## src/rtl/mc_control_seq.sv

```systemverilog
// mc_control_seq: microcoded control sequencer for a small register machine.
// A single FSM walks each instruction through fetch, decode, execute, memory
// and write-back states. The control word c is decoded from the current state
// in every cycle the sequencer advances and is forced to zero otherwise.
//
// Handshake: there is no valid/ready pair here. The sequencer advances on
// w_adv = run | (step when stepping is enabled). opcode_in and flags_reg are
// sampled in the ID cycle that advances; everything the later states need is
// captured at that point, so opcode_in may change once ID has been left.
module mc_control_seq #(
  parameter int CW      = 24,
  parameter int CNTW    = 16,
  parameter int STEP_EN = 1
) (
  input  logic            clock,
  input  logic            reset,
  input  logic            run,
  input  logic            step,
  input  logic [26:0]     opcode_in,
  input  logic [3:0]      flags_reg,
  output logic [CW:1]     c,
  output logic [3:0]      state_o,
  output logic            instr_done,
  output logic [CNTW-1:0] retired,
  output logic            illegal_op
);

  typedef enum logic [3:0] {
    S_IF      = 4'd0,
    S_ID      = 4'd1,
    S_EX_ALU  = 4'd2,
    S_EX_ADDR = 4'd3,
    S_EX_JUMP = 4'd4,
    S_EX_LOAD = 4'd5,
    S_EX_LOADI= 4'd6,
    S_EX_MOVE = 4'd7,
    S_EX_LIR  = 4'd8,
    S_EX_SWAP = 4'd9,
    S_MEM_RD  = 4'd10,
    S_MEM_WR  = 4'd11,
    S_WB_ALU  = 4'd12,
    S_WB_LOAD = 4'd13
  } state_t;

  localparam logic            LP_STEP = (STEP_EN != 0);
  localparam logic [CNTW-1:0] LP_ONE  = {{(CNTW-1){1'b0}}, 1'b1};

  // Architectural state.
  state_t          r_state;
  logic [CNTW-1:0] r_retired;
  logic            r_illegal;

  // Instruction context captured in ID for the later states.
  logic [1:0]      r_rx;
  logic [1:0]      r_ry;
  logic            r_c12;
  logic            r_c13;
  logic            r_loadf;
  logic            r_store;
  logic            r_storef;
  logic            r_cmp;

  // Combinational decode.
  logic            w_adv;
  logic [22:0]     w_op;
  logic            w_legal;
  logic [22:0]     w_opc;
  logic [1:0]      w_rx_in;
  logic [1:0]      w_ry_in;
  logic            w_swap_id;
  logic            w_c12_in;
  logic            w_c13_in;
  logic            w_z;
  logic            w_n;
  logic            w_taken;
  logic            w_done;
  state_t          w_next;
  logic [CW:1]     w_c;
  logic            w_unused_bits;

  assign w_adv   = run | (LP_STEP & step);

  // A zero or multi-hot opcode is executed as NOOP (bit 0).
  assign w_op    = opcode_in[22:0];
  assign w_legal = (w_op != 23'd0) && ((w_op & (w_op - 23'd1)) == 23'd0);
  assign w_opc   = w_legal ? w_op : 23'd1;
  assign w_rx_in = opcode_in[26:25];
  assign w_ry_in = opcode_in[24:23];

  // MOVE, LOADF, STORE and STOREF read their operands in swapped order.
  assign w_swap_id = w_opc[5] | w_opc[12] | w_opc[13] | w_opc[14];

  // ALU function select bits used during EX_ALU / EX_ADDR.
  assign w_c12_in = w_opc[17] | w_opc[14] | w_opc[12] | w_opc[10] | w_opc[9] |
                    w_opc[8]  | w_opc[7]  | w_opc[5]  | w_opc[4]  | w_opc[2];
  assign w_c13_in = w_opc[17] | w_opc[16] | w_opc[10] | w_opc[9];

  // Branch resolution uses the flags present in the ID cycle.
  assign w_z     = flags_reg[0];
  assign w_n     = flags_reg[1];
  assign w_taken = (w_opc[19] &  w_z) |
                   (w_opc[20] & ~w_z) |
                   (w_opc[21] & ~w_z & ~w_n) |
                   (w_opc[22] & ~w_n);

  // Overflow/carry flags and the opcodes with no private decode are not
  // needed by the sequencer itself.
  assign w_unused_bits = &{1'b0, flags_reg[3:2], w_opc[0], w_opc[1], w_opc[3]};

  // Next-state selection for every state; unreachable codes return to IF.
  always_comb begin
    w_next = S_IF;
    case (r_state)
      S_IF: w_next = S_ID;
      S_ID: begin
        if (w_opc[5])                                          w_next = S_EX_MOVE;
        else if (w_opc[6])                                     w_next = S_EX_LOADI;
        else if (w_opc[7] | w_opc[9] | w_opc[15] | w_opc[16] | w_opc[17])
                                                               w_next = S_EX_ALU;
        else if (w_opc[8] | w_opc[10])                         w_next = S_EX_ADDR;
        else if (w_opc[11] | w_opc[12] | w_opc[13])            w_next = S_EX_LOAD;
        else if (w_opc[14])                                    w_next = S_EX_SWAP;
        else if (w_opc[18] | w_taken)                          w_next = S_EX_JUMP;
        else                                                   w_next = S_IF;
      end
      S_EX_ALU:   w_next = r_loadf ? S_MEM_RD : (r_cmp ? S_IF : S_WB_ALU);
      S_EX_ADDR:  w_next = S_WB_ALU;
      S_EX_JUMP:  w_next = S_IF;
      S_EX_LOAD:  w_next = r_loadf ? S_WB_ALU : (r_store ? S_MEM_WR : S_MEM_RD);
      S_EX_LOADI: w_next = r_storef ? S_MEM_WR : S_WB_ALU;
      S_EX_MOVE:  w_next = S_WB_ALU;
      S_EX_LIR:   w_next = S_EX_ALU;
      S_EX_SWAP:  w_next = S_EX_LOADI;
      S_MEM_RD:   w_next = S_WB_LOAD;
      S_MEM_WR:   w_next = S_IF;
      S_WB_ALU:   w_next = r_loadf ? S_EX_LIR : S_IF;
      S_WB_LOAD:  w_next = S_IF;
      default:    w_next = S_IF;
    endcase
  end

  // An instruction retires on the advancing edge that leaves its last state.
  assign w_done = w_adv & (w_next == S_IF) & (r_state != S_IF);

  // State register, retirement counter, sticky illegal flag, ID capture.
  always_ff @(posedge clock or posedge reset) begin
    if (reset) begin
      r_state   <= S_IF;
      r_retired <= '0;
      r_illegal <= 1'b0;
      r_rx      <= 2'd0;
      r_ry      <= 2'd0;
      r_c12     <= 1'b0;
      r_c13     <= 1'b0;
      r_loadf   <= 1'b0;
      r_store   <= 1'b0;
      r_storef  <= 1'b0;
      r_cmp     <= 1'b0;
    end else if (w_adv) begin
      r_state <= w_next;
      if (r_state == S_ID) begin
        r_rx     <= w_rx_in;
        r_ry     <= w_ry_in;
        r_c12    <= w_c12_in;
        r_c13    <= w_c13_in;
        r_loadf  <= w_opc[12];
        r_store  <= w_opc[13];
        r_storef <= w_opc[14];
        r_cmp    <= w_opc[17];
        if (!w_legal) begin
          r_illegal <= 1'b1;
        end
      end
      if (w_done) begin
        r_retired <= r_retired + LP_ONE;
      end
    end
  end

  // Control word decode; all-zero whenever the sequencer holds or is in reset.
  always_comb begin
    w_c = '0;
    if (w_adv && !reset) begin
      case (r_state)
        S_IF: begin
          w_c[3]  = 1'b1;
          w_c[12] = 1'b1;
          w_c[16] = 1'b1;
          w_c[20] = 1'b1;
          w_c[22] = 1'b1;
        end
        S_ID: begin
          w_c[3]  = 1'b1;
          w_c[11] = 1'b1;
          w_c[12] = 1'b1;
          w_c[15] = 1'b1;
          w_c[22] = 1'b1;
          if (w_swap_id) begin
            {w_c[4], w_c[5], w_c[6], w_c[7]} = {w_ry_in, w_rx_in};
          end else begin
            {w_c[4], w_c[5], w_c[6], w_c[7]} = {w_rx_in, w_ry_in};
          end
        end
        S_EX_ALU: begin
          w_c[12] = r_c12;
          w_c[13] = r_c13;
          w_c[14] = 1'b1;
          w_c[21] = 1'b1;
          w_c[22] = 1'b1;
          w_c[24] = 1'b1;
        end
        S_EX_ADDR: begin
          w_c[12] = r_c12;
          w_c[13] = r_c13;
          w_c[14] = 1'b1;
          w_c[22] = 1'b1;
          w_c[24] = 1'b1;
        end
        S_EX_LOAD: begin
          w_c[12] = 1'b1;
          w_c[14] = 1'b1;
          w_c[19] = 1'b1;
          w_c[22] = 1'b1;
          w_c[24] = 1'b1;
        end
        S_EX_MOVE: begin
          w_c[12] = 1'b1;
          w_c[14] = 1'b1;
          w_c[19] = 1'b1;
          w_c[20] = 1'b1;
          w_c[22] = 1'b1;
          w_c[24] = 1'b1;
        end
        S_EX_LOADI: begin
          w_c[12] = 1'b1;
          w_c[19] = 1'b1;
          w_c[22] = 1'b1;
          w_c[24] = 1'b1;
        end
        S_EX_JUMP: begin
          w_c[2] = 1'b1;
          w_c[3] = 1'b1;
        end
        S_EX_LIR: begin
          w_c[11]         = 1'b1;
          {w_c[4], w_c[5]} = r_rx;
        end
        S_EX_SWAP: begin
          w_c[11]          = 1'b1;
          w_c[15]          = 1'b1;
          {w_c[6], w_c[7]} = r_rx;
          {w_c[4], w_c[5]} = r_ry;
        end
        S_MEM_RD: begin
          w_c[23] = 1'b1;
        end
        S_MEM_WR: begin
          w_c[17] = 1'b1;
        end
        S_WB_ALU: begin
          w_c[10]          = 1'b1;
          {w_c[8], w_c[9]} = r_rx;
        end
        S_WB_LOAD: begin
          w_c[10]          = 1'b1;
          w_c[18]          = 1'b1;
          {w_c[8], w_c[9]} = r_rx;
        end
        default: begin
          w_c = '0;
        end
      endcase
    end
  end

  assign c          = w_c;
  assign state_o    = r_state;
  assign instr_done = w_done & ~reset;
  assign retired    = r_retired;
  assign illegal_op = r_illegal;

endmodule

```

## config.mk

```make
export PLATFORM = sky130hd
export DESIGN_NAME = mc_control_seq
export DESIGN_NICKNAME = d
export VERILOG_FILES = /design/src/rtl/mc_control_seq.sv
export SDC_FILE = /design/constraint.sdc
export NUM_CORES = 1
export LEC_CHECK = 0
export ABC_AREA = 1
export BUFFER_PORTS_ARGS = -buffer_cell sky130_fd_sc_hd__clkbuf_2
export CORE_UTILIZATION = 35
export DETAILED_ROUTE_END_ITERATION = 6
export GPL_TIMING_DRIVEN = 1
export PLACE_DENSITY = 0.54
export RECOVER_POWER = 100
export SYNTH_ARGS = -nofsm -noshare
export SYNTH_HDL_FRONTEND = slang
export SYNTH_SLANG_ARGS = --single-unit
```

## constraint.sdc

```tcl
create_clock -name clock -period 2.6 [get_ports clock]
set_input_delay 0.13 -clock clock [delete_from_list [all_inputs] [get_ports clock]]
set_output_delay 0.13 -clock clock [all_outputs]
set_load 0.01 [all_outputs]
```

==> flow_summary.json <==
{
  "netlist.area_leader.share": 0.291,
  "timing.slew.headroom": 0.474,
  "cts.htree.levels": 2,
  "power.leakage_nw": 1.65,
  "post_synth_num_cell_types": 39,
  "x_dimension_of_the_die_um": 89.3,
  "grt_antenna_before_repair": 0,
  "antenna_left": 0,
  "die_area_um2": 7970,
  "layout-drive-gt1-share": 0.142,
  "timing.hold.worst.class": "in -> async",
  "globalRoute.totalOverflow": 0,
  "first_pass_grt_wire_length_mm": 12.3,
  "place.detailed.instances": 621,
  "power_density_nw_per_um2": 756,
  "drt_pre_antenna_iters": 4,
  "setup_total_negative_slack_ps": 0,
  "finish.net_count": 571,
  "numClockSinks": 31,
  "layout_min_cycle_time_ps": 2420,
  "synthToLayoutAreaGrowth_pct": 23.0,
  "max_vdd_drop_uv": 356,
  "place_hpwl_mm": 5.85,
  "synth.net_count": 481,
  "synth.yosys.seq_area_share": 0.291,
  "hold_ws_ps": -10.2,
  "r2r.worst_path.cells": 10,
  "clk_pin_slew_ps": 70,
  "synth.largest_area_cell": "dfrtp_1",
  "cts-buffers-inserted": 5,
  "crit_fanout": 7,
  "route.detailed.drc": 0,
  "first_global_vias": 2610,
  "final_cells": 635,
  "core_um2": 7290,
  "worst_setup_path_start_kind": "register",
  "row_count": 31,
  "place.gp.congestion": 0.864,
  "req_time_crit_path_ps": 2470,
  "nFillCells": 846,
  "synth-edff-count": 0,
  "critical_path.endpoint_type": "primary output",
  "start_util": 0.365,
  "power_mw": 2.48,
  "ff_to_ff_setup_slack_ps": 280,
  "clock_latency_on_the_worst_skew_pair_ps": 290,
  "wire_per_inst_um": 11.9,
  "flip_flop_and_latch_count_after_synthesis": 31,
  "post_synth_inst_count": 445,
  "finalSetupViolCount": 0,
  "clk_path_buf_depth": 2,
  "detailroute.via_count": 2981,
  "cts-root-buf": "clkbuf_8",
  "timing_hold_violations_final": 17,
  "drt_iter0_markers": 163,
  "worst_r2r_startpoint": "state_o[3]",
  "max_cap_violations": 0,
  "critical_path_class": "reg -> out",
  "slew_violations": 0,
  "yosys-top-cells-area": "dfrtp_1 (29%), nand2_1 (21%), nor2_1 (10%), inv_1 (8.3%), o21ai_0 (4.5%)",
  "worst_pin_slew_ps": 788,
  "status": "finished, violations left",
  "r2r-end": "retired[11]",
  "post_detailed_route_via_to_cell_ratio": 4.69,
  "tritoncts": "built",
  "grtUsageTotal": 0.198,
  "syn-mean-instance-area_um2": 5.99,
  "crit_arrival_ps": 2290,
  "ys.flop_type": "dfrtp_1",
  "pin_count_of_the_biggest_net_entering_global_routing": 20,
  "postSynth.asyncResetShare": 1.00,
  "insertedDiodeCount": 0,
  "port-buffer-count": 77,
  "synth.yosys.warnings": 0,
  "final_min_period_over_clock_period": 0.929,
  "final.setup_skew_ps": 7.29,
  "ioPinCount": 81,
  "finalWirelength_mm": 7.59,
  "synth.cell_area_um2": 2670,
  "grt_setup_unrepaired": "no",
  "floorplan.die.height_um": 89.3,
  "violations": "hold timing",
  "max_clock_freq_ghz": 0.414
}
==> worst max-delay path by stage <==
stage | slack (ps) | start | depth (start not counted) | end
2_1_floorplan | 650 | state_o[2] | 8 | r_c12
3_3_place_gp | 200 | opcode_in[12] | 16 | instr_done
3_5_place_dp | 180 | state_o[3] | 10 | retired[15]
4_1_cts | 40 | state_o[2] | 11 | instr_done
5_1_grt | 20 | state_o[2] | 11 | instr_done
6_report | 180 | state_o[2] | 11 | instr_done
==> layer usage <==
layer | vias up | global-route usage | wire length, µm
met3 | 9 | 0.0332 | 343
li1 | 1570 | - | -
met2 | 88 | 0.305 | 3190
met4 | 0 | 0.0404 | 80
met1 | 1314 | 0.292 | 3970
met5 | - | 0 | 0
==> cell usage in the layout, fill, tap and decap left out, types with 2 or more instances in the layout <==
cell type,count
clkbuf_8,6
a22o_1,2
xor2_1,11
buf_4,9
dfrtp_2,2
nand3_1,17
nor2_2,8
a21oi_1,19
clkbuf_1,43
xnor2_1,3
nor4_1,2
dfrtp_1,29
o21ai_0,24
nor3_1,10
clkbuf_2,37
inv_1,59
nand3b_1,2
nor2_4,2
a21oi_2,2
nand4_1,4
nand2_2,2
nor2_1,74
nand2_1,151
==> sequential cells by signal, summed over array words and instances (netlist names) <==
register    flops
state_o         4
r_c12           1
r_rx            2
r_c13           1
r_ry            2
r_cmp           1
retired        16
r_loadf         1
r_store         1
illegal_op      1
r_storef        1
==> power breakdown <==
group	internal, mW	switching, mW	total (mW)
clock	0.310	0.195	0.505
combinational	0.417	0.843	1.26
sequential	0.599	0.114	0.714
total	1.33	1.15	2.48
==> critical path, stage by stage, from the launching register on <==
cell	delay [ps]
dfrtp_2	460
nor2_1	280
inv_1	120
nor2_1	240
clkinv_1	180
a21oi_1	260
a21oi_2	90
nand2_1	90
nor2_2	50
nand2_4	70
nor2_1	40
clkbuf_2	120
==> timing repair <==
action / in CTS / in global routing
endpoints found under the setup margin: 0 / 21
resized for setup: 0 / 10
setup buffers: 0 / 6
hold endpoints to repair: 0 / 0
hold buffers: 0 / 0
==> metrics by stage <==
step | hold WS [ps] | area [µm²] | setup WS, ps | util
2_1_floorplan | 234 | 2670 | 646 | -
3_3_place_gp | 338 | 3170 | 203 | 0.434
3_5_place_dp | 348 | 3170 | 182 | 0.434
4_1_cts | 36.7 | 3280 | 40.0 | 0.450
5_1_grt | 78.0 | 3280 | 20.8 | 0.450
6_report | -10.2 | 3280 | 184 | 0.450
==> layout make-up <==
cell class	instances	area, µm²	area share
clock buffer	6	82.6	0.0252
inverter	60	225	0.0687
sequential	31	778	0.237
tap	99	124	0.0378
clock inverter	2	35.0	0.0107
timing repair buffer	89	414	0.126
multi-input combinational	348	1620	0.494
==> synthesized netlist by cell type (all sizes together), types with 3 or more instances <==
cell and n:
nand3 18, nor2 84, inv 59, a21oi 21, buf 5, nand4 4
xnor2 3, nor3 10, o21ai 25, xor2 11, dfrtp 31, nand2 154
==> kinds of logic (layout without fill, tap and decap cells) <==
kind of cell	count (synthesis)	in the layout	synth area share
AOI/OAI and AO/OA	56	56	0.119
buffers and inverters	66	157	0.105
DFF	31	31	0.291
xor gates and xnor gates	14	14	0.0460
adders and majority gates	1	1	0.00469
and+or+nand+nor	276	276	0.433
other	1	1	0.00141
(Power assumes the default switching activity.)
